==> src/rtl/aha_ahb_sram_bridge.sv <==
// AHB-Lite slave bridging 32-bit bus transfers onto a 64-bit single-port SRAM.
// Reads are issued combinationally in the address phase and need no wait state.
// Writes land in the data phase. A read that arrives during a write data phase
// collides with that write on the single SRAM port and costs one wait state.
module aha_ahb_sram_bridge #(
    parameter int SRAM_AW = 12
) (
    input  logic               CLK,
    input  logic               RESET,
    input  logic               HSEL,
    input  logic [31:0]        HADDR,
    input  logic [1:0]         HTRANS,
    input  logic               HWRITE,
    input  logic [2:0]         HSIZE,
    input  logic [31:0]        HWDATA,
    input  logic               HREADY,
    output logic               HREADYOUT,
    output logic               HRESP,
    output logic [31:0]        HRDATA,
    output logic               SRAM_CEn,
    output logic [7:0]         SRAM_WEn,
    output logic [SRAM_AW-1:0] SRAM_A,
    output logic [63:0]        SRAM_D,
    input  logic [63:0]        SRAM_Q
);

    typedef enum logic [2:0] {
        S_IDLE, S_WDATA, S_RDATA, S_RWAIT, S_ERR1, S_ERR2
    } state_t;

    state_t             r_state;
    state_t             w_next;
    logic [SRAM_AW-1:0] r_addr;
    logic [2:0]         r_lo;
    logic [1:0]         r_size;

    logic               w_accept;
    logic               w_legal;
    logic               w_open;
    logic               w_capture;
    logic               w_rd_now;
    logic [7:0]         w_mask;
    logic               w_unused_ok;

    // Address and size bits beyond the window, plus HTRANS[0], are never needed.
    assign w_unused_ok = ^{HADDR[31:SRAM_AW+3], HTRANS[0]};

    assign w_accept = HSEL & HREADY & HTRANS[1];

    // Sizes above word, and addresses misaligned to their size, are illegal.
    always_comb begin
        w_legal = 1'b0;
        case (HSIZE)
            3'd0:    w_legal = 1'b1;
            3'd1:    w_legal = ~HADDR[0];
            3'd2:    w_legal = (HADDR[1:0] == 2'b00);
            default: w_legal = 1'b0;
        endcase
    end

    // RWAIT and ERR1 hold HREADYOUT low, so only the other states take a new transfer.
    assign w_open    = (r_state != S_RWAIT) && (r_state != S_ERR1);
    assign w_capture = w_open & w_accept & w_legal;
    // A read issued straight to the SRAM, used whenever the port is free this cycle.
    assign w_rd_now  = w_capture & ~HWRITE & (r_state != S_WDATA);

    // State register and captured transfer controls.
    always_ff @(posedge CLK) begin
        if (RESET) begin
            r_state <= S_IDLE;
            r_addr  <= '0;
            r_lo    <= '0;
            r_size  <= '0;
        end else begin
            r_state <= w_next;
            if (w_capture) begin
                r_addr <= HADDR[SRAM_AW+2:3];
                r_lo   <= HADDR[2:0];
                r_size <= HSIZE[1:0];
            end
        end
    end

    // Next-state selection.
    always_comb begin
        w_next = r_state;
        case (r_state)
            S_RWAIT: w_next = S_RDATA;
            S_ERR1:  w_next = S_ERR2;
            default: begin
                if (!w_accept)             w_next = S_IDLE;
                else if (!w_legal)         w_next = S_ERR1;
                else if (HWRITE)           w_next = S_WDATA;
                else if (r_state == S_WDATA) w_next = S_RWAIT;
                else                       w_next = S_RDATA;
            end
        endcase
    end

    // Byte lanes touched by the captured write; halfwords and words stay naturally aligned.
    always_comb begin
        w_mask = 8'h00;
        case (r_size)
            2'd0:    w_mask = 8'h01 << r_lo;
            2'd1:    w_mask = 8'h03 << {r_lo[2:1], 1'b0};
            default: w_mask = 8'h0F << {r_lo[2], 2'b00};
        endcase
    end

    // Bus response and SRAM port drive.
    always_comb begin
        HREADYOUT = 1'b1;
        HRESP     = 1'b0;
        HRDATA    = 32'h0;
        SRAM_CEn  = 1'b1;
        SRAM_WEn  = 8'hFF;
        SRAM_A    = HADDR[SRAM_AW+2:3];
        SRAM_D    = {HWDATA, HWDATA};
        case (r_state)
            S_WDATA: begin
                SRAM_CEn = 1'b0;
                SRAM_A   = r_addr;
                SRAM_WEn = ~w_mask;
            end
            S_RDATA: HRDATA = r_lo[2] ? SRAM_Q[63:32] : SRAM_Q[31:0];
            S_RWAIT: begin
                SRAM_CEn  = 1'b0;
                SRAM_A    = r_addr;
                HREADYOUT = 1'b0;
            end
            S_ERR1: begin
                HREADYOUT = 1'b0;
                HRESP     = 1'b1;
            end
            S_ERR2:  HRESP = 1'b1;
            default: ;
        endcase
        if (w_rd_now) begin
            SRAM_CEn = 1'b0;
            SRAM_A   = HADDR[SRAM_AW+2:3];
        end
    end

endmodule

==> config.mk <==
export PLATFORM = sky130hd
export DESIGN_NAME = aha_ahb_sram_bridge
export DESIGN_NICKNAME = d
export VERILOG_FILES = /design/src/rtl/aha_ahb_sram_bridge.sv
export SDC_FILE = /design/constraint.sdc
export NUM_CORES = 1
export LEC_CHECK = 0
export ABC_AREA = 1
export CAP_MARGIN = 20
export CORE_AREA = 2 2 101 103
export CTS_BUF_LIST = sky130_fd_sc_hd__clkbuf_16
export DETAILED_ROUTE_END_ITERATION = 10
export DIE_AREA = 0 0 103 105
export PLACE_DENSITY = 0.72
export SLEW_MARGIN = 20
export SYNTH_ARGS = -nofsm -noshare
export SYNTH_HDL_FRONTEND = slang
export SYNTH_SLANG_ARGS = --single-unit
==> constraint.sdc <==
create_clock -name CLK -period 1.39 [get_ports CLK]
set_input_delay 0.2085 -clock CLK [delete_from_list [all_inputs] [get_ports CLK]]
set_output_delay 0.2085 -clock CLK [all_outputs]
set_load 0.01 [all_outputs]
; ---- After elaboration in Yosys (flattened, before gate mapping)
; Index checks and enable logic that the tools add are counted.
[classes]
n_addsub = 0
multipliers = 0
n_div = 0
magnitude_cmp = 0
eq_ne = 11
shifts = 3
muxes = 16
bitwise_logic = 9
n_reduce_logical = 7
[op_table]
columns = op, count
row1 = two-way mux 32 bit, 2
row2 = two-way mux 12 bit, 2
row3 = case mux 8 bit (2 select lines), 1
row4 = "equality test 3 x 2 -> 1 bit, second input constant", 3
row5 = two-way mux 8 bit, 1
row6 = inverter 8 bit, 1
row7 = "left shift 1 x 3 -> 8 bit, first input constant", 1
row8 = "left shift 2 x 3 -> 8 bit, first input constant", 1
row9 = "left shift 4 x 3 -> 8 bit, first input constant", 1
row10 = AND 1 bit, 6
row11 = "equality test 3 x 1 -> 1 bit, second input constant", 2
row12 = "equality test 3 bit, second input constant", 2
row13 = two-way mux 3 bit, 2
row14 = case mux 3 bit (2 select lines), 1
row15 = OR reduction 2 bit, 3
row16 = two-way mux 1 bit, 5
row17 = logical NOT 2 bit, 2
row18 = logical NOT 3 bit, 1
row19 = "inequality test 3 x 1 -> 1 bit, second input constant", 1
row20 = "inequality test 3 x 2 -> 1 bit, second input constant", 1
row21 = "inequality test 3 bit, second input constant", 1
row22 = case mux 1 bit (3 select lines), 1
row23 = "equality test 2 x 1 -> 1 bit, second input constant", 1
row24 = two-way mux 2 bit, 1
row25 = other kinds (2), 3
[word_totals]
register_bits = 20
latchBits = 0
ramBits = 0
romBits = 0
input_bits = 138
mem_count = 0

; ---- Depth between registers and ports, before layout
; Gate-level depths: netlist (run 1).
[depth]
word_depth = 7
mapped_depth = 8
depth_no_buf = 7

; ---- Worst setup path after synthesis (run 1)
; Ideal clock, no wire load.
[synth_path]
path_type = register to output
from = reg r_state[0]
to = out SRAM_WEn[4]
arrival_time_ps = 1050
setup_slack_ps = 132
stages_incl_launch_ff = 6
path_buffers = 0
path_cell_list = dfxtp_1 -> inv_1 -> nor2_2 -> nand2_1 -> a21oi_1 -> nand2_1
[synth_via]
elab_chain_cells = 2
[synth_rtl]
columns = element, line
row1 = "start, declared", 31  ; state_t r_state;
row2 = "start signal, assigned", 75  ; r_state <= w_next;
row3 = equality test 3 x 1 -> 1 bit, 119  ; case (r_state)
row4 = two-way mux 8 bit, 119
row5 = "end, declared", 21  ; output logic [7:0] SRAM_WEn,
; Every way passes these cells.

; ---- Worst setup path after layout (run 1)
[layout_path]
from = reg r_lo[2]
to = out HRDATA[17]
[layout_via]
elab_chain_cells = 2
[layout_rtl]
columns = element, line
row1 = "start, declared", 34  ; logic [2:0] r_lo;
row2 = "start signal, assigned", 78  ; r_lo <= HADDR[2:0];
row3 = two-way mux 32 bit, 125  ; S_RDATA: HRDATA = r_lo[2] ? SRAM_Q[63:32] : SRAM_Q[31:0];
row4 = two-way mux 32 bit, 119
row5 = "end, declared", 19  ; output logic [31:0] HRDATA,
; Every way passes these cells.

==> run_results.csv, run 1 <==
group,metric,value,unit
cts,cts.clk_slew.worst_paths,0.05,ns
placement,hpwlAfterDp,7187,µm
setup_path,category_of_the_worst_setup_path_launch_point,"flip-flop",
setup_path,path_buf_inv,4,
setup_path,timing.critical_path.fanout_max,8,
route,per_cell_routed_wire_length,15.43,µm
sta,fin_crit_sh,114.6,%
placement,port-buffer-count,142,
floorplan,die_h,105,µm
setup_path,setup.worst_path.class,"flip-flop to primary output",
sta,rsz_0062_raised_after_global_routing,"yes",
route,vias_per_cell,4.475,
flow_run,max_cap_viol_count,0,
sta,max_slew_margin,79.98,%
synth,mappedNetlistNets,521,
sta,finalHoldViolCount,0,
global_routing,grt.total_usage,16.33,%
synth,synth_sequential_area_ratio,18.06,%
sta,setup_viols_final,64,
sta,sum_neg_setup_slack,-7.283,ns
synth,synth_area_leader_cell,"sky130_fd_sc_hd__buf_4",
cts,cts-buffers-inserted,3,
finish,ant_diodes,0,
placement,gp_congestion,0.8122,
setup_path,crit_path_frequent_cell,"sky130_fd_sc_hd__buf_12",
setup_path,critPathRequiredTime,1.18,ns
setup_path,path_delay_family,"buffers and inverters",
cts,clock_insertion_delay_worst_skew,0.25,ns
finish,area_growth,104.7,%
synth,synth.cell_area,2217,µm²
route,route.vias.total,2904,
finish,most_used_cells_in_the_layout_excluding_fill_and_tap_cells,"sky130_fd_sc_hd__clkdlybuf4s50_1 (81), sky130_fd_sc_hd__nand2_1 (72), sky130_fd_sc_hd__buf_2 (45)",
run_status,run_status,"finished, violations left",
cts,clock-root-buffer,"sky130_fd_sc_hd__clkbuf_16",
power,power_leakage,2.105,nW
run_status,failed_checks,"negative setup slack",
cts,ctsLongestPathBuffers,2,
finish,mostFrequentLayoutCell,"sky130_fd_sc_hd__clkdlybuf4s50_1",
power,power.density_cell_area,427.7,nW/µm²
floorplan,fp.dieArea,10820,µm²
global_routing,overflow,0,
global_routing,grt_pass1_vias,2837,
sta,worst-slew-pin-transition,0.3004,ns
sta,achievable-frequency,627.7,MHz
synth,syn_avg_cell_area,5.789,µm²
power,maximum_ir_drop_on_the_vdd_rail,0.3419,mV
floorplan,floorplan.rows,36,
finish,final_core_utilization,47.08,%
route,route.detailed.drc,0,
global_routing,grt_max_degree,18,
route,antenna_violating_nets_post_route,0,
setup_path,worst_path_max_delay_cell,"sky130_fd_sc_hd__dfxtp_4",
route,drt-pass1-iter-count,6,
finish,final_net_count,655,
synth,yosysTopAreaCellShare,22.69,%
sta,clock_skew,0.001147,ns
route,detail_route.wirelength,10020,µm
setup_path,crit_chain,"buf_12 > buf_12 > buf_12 > nand2_4 > a21oi_2 > buf_2",
synth,synth.distinct_cells,22,
synth,synth_cells,383,
synth,postSynthRegisterBits,20,
floorplan,core-area,9639,µm²
cts,htree_levels,1,
global_routing,antenna_violations_before_repair,1,
setup_path,critPathMaxStageDelay,0.40,ns
route,detailed_route_iter0_violations,147,
global_routing,grt_pass1_wl,14040,µm
floorplan,die_width,103,µm
sta,finalWorstSetupSlack,-0.2031,ns
synth,yosys_warnings,0,
floorplan,io_pins,257,
setup_path,crit_arrival,1.38,ns
sta,pins_over_slew_limit,0,
floorplan,initial_core_util,23.00,%
finish,layout-drive-gt1-share,50.39,%
placement,place_inst,624,
min_path,hp-class,"input pin to primary output",
cts,numClockSinks,20,
finish,layoutNonFillerInstCount,649,
synth,largest_cells_by_area_after_synthesis,"sky130_fd_sc_hd__buf_4 (23%), sky130_fd_sc_hd__nand2_1 (20%), sky130_fd_sc_hd__dfxtp_1 (18%), sky130_fd_sc_hd__a21oi_1 (8.6%), sky130_fd_sc_hd__nor2_1 (6.9%)",
sta,post-route-min-period,1.593,ns
setup_path,worst_setup_path_end_kind,"primary output",
cts,cts_tree,"built",
==> registers in the layout, summed over array words and instances, names as in the netlist <==
register,cells
r_lo,3
r_size,2
r_addr,12
r_state,3
==> timing repair <==
action,CTS,global route
hold buffers,0,0
setup buffers,11,4
resized for setup,312,125
endpoints found under the setup margin,70,75
hold endpoints to repair,0,0
pin swaps,17,48
cloned,3,4
==> report_power, final <==
group / total (mW) / switching [mW] / internal, mW
Clock: 0.592 / 0.209 / 0.383
Sequential: 0.598 / 0.0149 / 0.583
Combinational: 0.751 / 0.324 / 0.427
Total: 1.94 / 0.548 / 1.39
==> synth_stat cells (all sizes together) <==
cell type / count
o311ai: 1
dfxtp: 20
nand3: 27
nand3b: 1
nand2: 122
a21oi: 39
nor3: 1
clkbuf: 10
a31oi: 2
nor2: 45
clkinv: 2
o21ai: 13
inv: 28
buf: 72
==> layout make-up <==
| cell class | count | area, µm² |
|---|---|---|
| fill | 948 | 5101 |
| timing repair buffer | 211 | 2016 |
| multi-input combinational | 251 | 1739 |
| sequential | 20 | 415.4 |
| tap | 133 | 166.4 |
| inverter | 30 | 122.6 |
| clock buffer | 3 | 75.07 |
| clock inverter | 1 | 3.754 |
==> per-stage QoR <==
step	setup WS (ns)	hold WS [ns]	cell area [µm²]	power, mW
after floorplan	0.1318	0.2776	2217	0.9878
after global placement	-0.5916	0.4171	3652	1.216
after detailed placement	-0.6226	0.4171	3652	1.223
after CTS	-0.2174	0.4171	3998	1.857
after global routing	-0.2592	0.4170	4538	2.039
final	-0.2031	0.4170	4538	1.941
==> path summary, 6_finish.rpt <==
check,from,to,slack (ns),cells past startpoint
max,r_lo[2]$_SDFFE_PP0P_,HRDATA[17],-0.20,6
min,HWDATA[16],SRAM_D[16],0.42,0
max reg2reg,r_state[2]$_SDFF_PP0_,r_lo[2]$_SDFFE_PP0P_,-0.03,10
min reg2reg,r_addr[6]$_SDFFE_PP0P_,r_addr[6]$_SDFFE_PP0P_,0.49,2
==> layer usage <==
metal / vias to the layer above / track usage, % / routed length, µm
met5: - / 0 / 11
met4: 2 / 4.605 / 195
met3: 35 / 4.281 / 786
met2: 116 / 29.22 / 5311
met1: 1350 / 18.72 / 3712
li1: 1401 / - / -
==> kinds of logic (layout without fill, tap and decap cells) <==
family,after synthesis,after routing,share of synthesized area [%]
and+or+nand+nor,196,196,37.70
buffers and inverters,112,245,31.04
DFF,20,20,18.06
AOI/OAI and AO/OA,55,55,13.21
(Power assumes the default switching activity.)
==> run 2: changes to the inputs <==
clock period = 1.54 ns   (was 1.39 ns; I/O delays follow)
==> run 2 against run 1 <==
Cell count fell by 3.2%; the run still ends with negative setup slack left; worst hold slack improved by 0.045 ns; critical path type unchanged; die area did not move; sequential power is 9.9% lower; largest power group unchanged; largest cell class unchanged; cell area decreased by 13%; flip-flop and latch count unchanged; register-to-register slack improved by 0.11 ns; non-clock buffer count down 21; clock-buffer cell count is the same.
==> run_results.csv, run 2 (synthesis gave the netlist of run 1 again) <==
group,metric,value,unit
cts,ctsLongestPathBuffers,2,
floorplan,floorplan.rows,36,
sta,finalWorstSetupSlack,-0.06619,ns
setup_path,category_of_the_worst_setup_path_launch_point,"flip-flop",
route,detailed_route_iter0_violations,113,
sta,pins_over_slew_limit,0,
finish,final_net_count,634,
power,power.density_cell_area,419.9,nW/µm²
cts,numClockSinks,20,
sta,max_slew_margin,81.01,%
finish,final_design_area_no_fill,3959,µm²
cts,cts_tree,"built",
sta,worst-slew-pin-transition,0.2842,ns
global_routing,antenna_violations_before_repair,0,
finish,most_used_cells_in_the_layout_excluding_fill_and_tap_cells,"sky130_fd_sc_hd__nand2_1 (105), sky130_fd_sc_hd__clkdlybuf4s50_1 (84), sky130_fd_sc_hd__buf_2 (39)",
global_routing,grt_pass1_vias,2629,
global_routing,overflow,0,
placement,place_inst,617,
sta,fin_crit_sh,104.3,%
run_status,failed_checks,"negative setup slack",
power,maximum_ir_drop_on_the_vdd_rail,0.6618,mV
placement,hpwlAfterDp,6965,µm
floorplan,fp.dieArea,10820,µm²
finish,layout-drive-gt1-share,38.18,%
floorplan,initial_core_util,23.00,%
finish,most_flops_register,"r_addr",
floorplan,die_h,105,µm
route,antenna_violating_nets_post_route,0,
global_routing,grt_max_degree,33,
cts,htree_levels,1,
run_status,run_status,"finished, violations left",
finish,reg.largest.list,"r_addr (12), r_lo (3), r_state (3)",
route,detail_route.wirelength,9295,µm
finish,max_reg_flops,12,
flow_run,max_cap_viol_count,0,
route,route.vias.total,2733,
floorplan,io_pins,257,
route,route.detailed.drc,0,
sta,rsz_0062_raised_after_global_routing,"yes",
placement,placed_cell_area,3600,µm²
finish,ant_diodes,0,
global_routing,grt_pass1_wl,13400,µm
route,drt-pass1-iter-count,4,
floorplan,die_width,103,µm
cts,cts.clk_slew.worst_paths,0.06,ns
setup_path,crit_arrival,1.38,ns
route,per_cell_routed_wire_length,14.80,µm
cts,cts-buffers-inserted,3,
cts,clock-root-buffer,"sky130_fd_sc_hd__clkbuf_16",
sta,achievable-frequency,622.6,MHz
sta,setup_viols_final,34,
finish,area_growth,78.56,%
placement,port-buffer-count,142,
min_path,hp-class,"input pin to primary output",
finish,mostFrequentLayoutCell,"sky130_fd_sc_hd__nand2_1",
route,vias_per_cell,4.352,
placement,gp_congestion,0.7913,
global_routing,grt.total_usage,15.47,%
sta,finalHoldViolCount,0,
finish,layoutNonFillerInstCount,628,
sta,clock_skew,0.001598,ns
sta,post-route-min-period,1.606,ns
setup_path,critPathRequiredTime,1.31,ns
power,power_leakage,1.790,nW
cts,clock_insertion_delay_worst_skew,0.25,ns
setup_path,timing.critical_path.fanout_max,9,
setup_path,setup.worst_path.class,"flip-flop to primary output",
setup_path,worst_setup_path_end_kind,"primary output",
floorplan,core-area,9639,µm²
[run 2: worst paths after layout]
| path | startpoint | endpoint | slack [ns] | cells after the start |
|---|---|---|---|---|
| worst min register to register | r_addr[0]$_SDFFE_PP0P_ | r_addr[0]$_SDFFE_PP0P_ | 0.48 | 2 |
| worst max-delay path | r_state[0]$_SDFF_PP0_ | SRAM_A[3] | -0.07 | 6 |
| worst max register to register | r_state[2]$_SDFF_PP0_ | r_addr[9]$_SDFFE_PP0P_ | 0.08 | 10 |
| worst min-delay path | HWDATA[16] | SRAM_D[16] | 0.46 | 0 |
[run 2: worst max-delay path, stage by stage, from the launching register on]
cell	delay, ns
sky130_fd_sc_hd__dfxtp_2	0.35
sky130_fd_sc_hd__inv_4	0.04
sky130_fd_sc_hd__nor2_4	0.13
sky130_fd_sc_hd__buf_4	0.18
sky130_fd_sc_hd__nand2_1	0.06
sky130_fd_sc_hd__o21ai_0	0.07
sky130_fd_sc_hd__dlygate4sd2_1	0.29
[run 2: timing repair]
action,CTS,global route
pin swaps,6,7
endpoints found under the setup margin,55,40
buffers inserted,5,2
gates resized for setup,253,76
cloned,1,1
hold buffers,0,0
[run 2: cell type report]
cell class / count / area, µm²
Sequential cell: 20 / 416.7
Fill cell: 1026 / 5680
Clock inverter: 1 / 3.754
Clock buffer: 3 / 75.07
Multi-Input combinational cell: 251 / 1484
Inverter: 30 / 118.9
Tap cell: 133 / 166.4
Timing Repair Buffer: 190 / 1694
[run 2: through the flow]
step	setup slack (ns)	utilization (%)	hold WS [ns]	TNS [ns]	total power, mW
5_1_grt	-0.1126	41.07	0.4620	-3.357	1.744
6_report	-0.06619	41.07	0.4620	-0.8553	1.662
2_1_floorplan	0.2593	-	0.3001	0	0.8916
3_5_place_dp	-0.5167	37.34	0.4621	-11.51	1.098
4_1_cts	-0.1247	37.95	0.4621	-0.8371	1.640
3_3_place_gp	-0.4822	37.34	0.4621	-10.31	1.090
[run 2: metal layers]
| layer | share of wire (%) | track usage (%) | up-vias |
|---|---|---|---|
| li1 | - | - | 1353 |
| met1 | 40 | 19.22 | 1245 |
| met2 | 51 | 26.67 | 106 |
| met3 | 7.5 | 3.946 | 29 |
| met4 | 2.0 | 3.102 | 0 |
| met5 | 0 | 0 | - |
[run 2: power by group]
group	internal [mW]	leakage (nW)	switching (mW)
Sequential	0.526	0.166	0.0134
Clock	0.346	0.0385	0.197
Combinational	0.343	1.59	0.237
Total	1.21	1.79	0.447
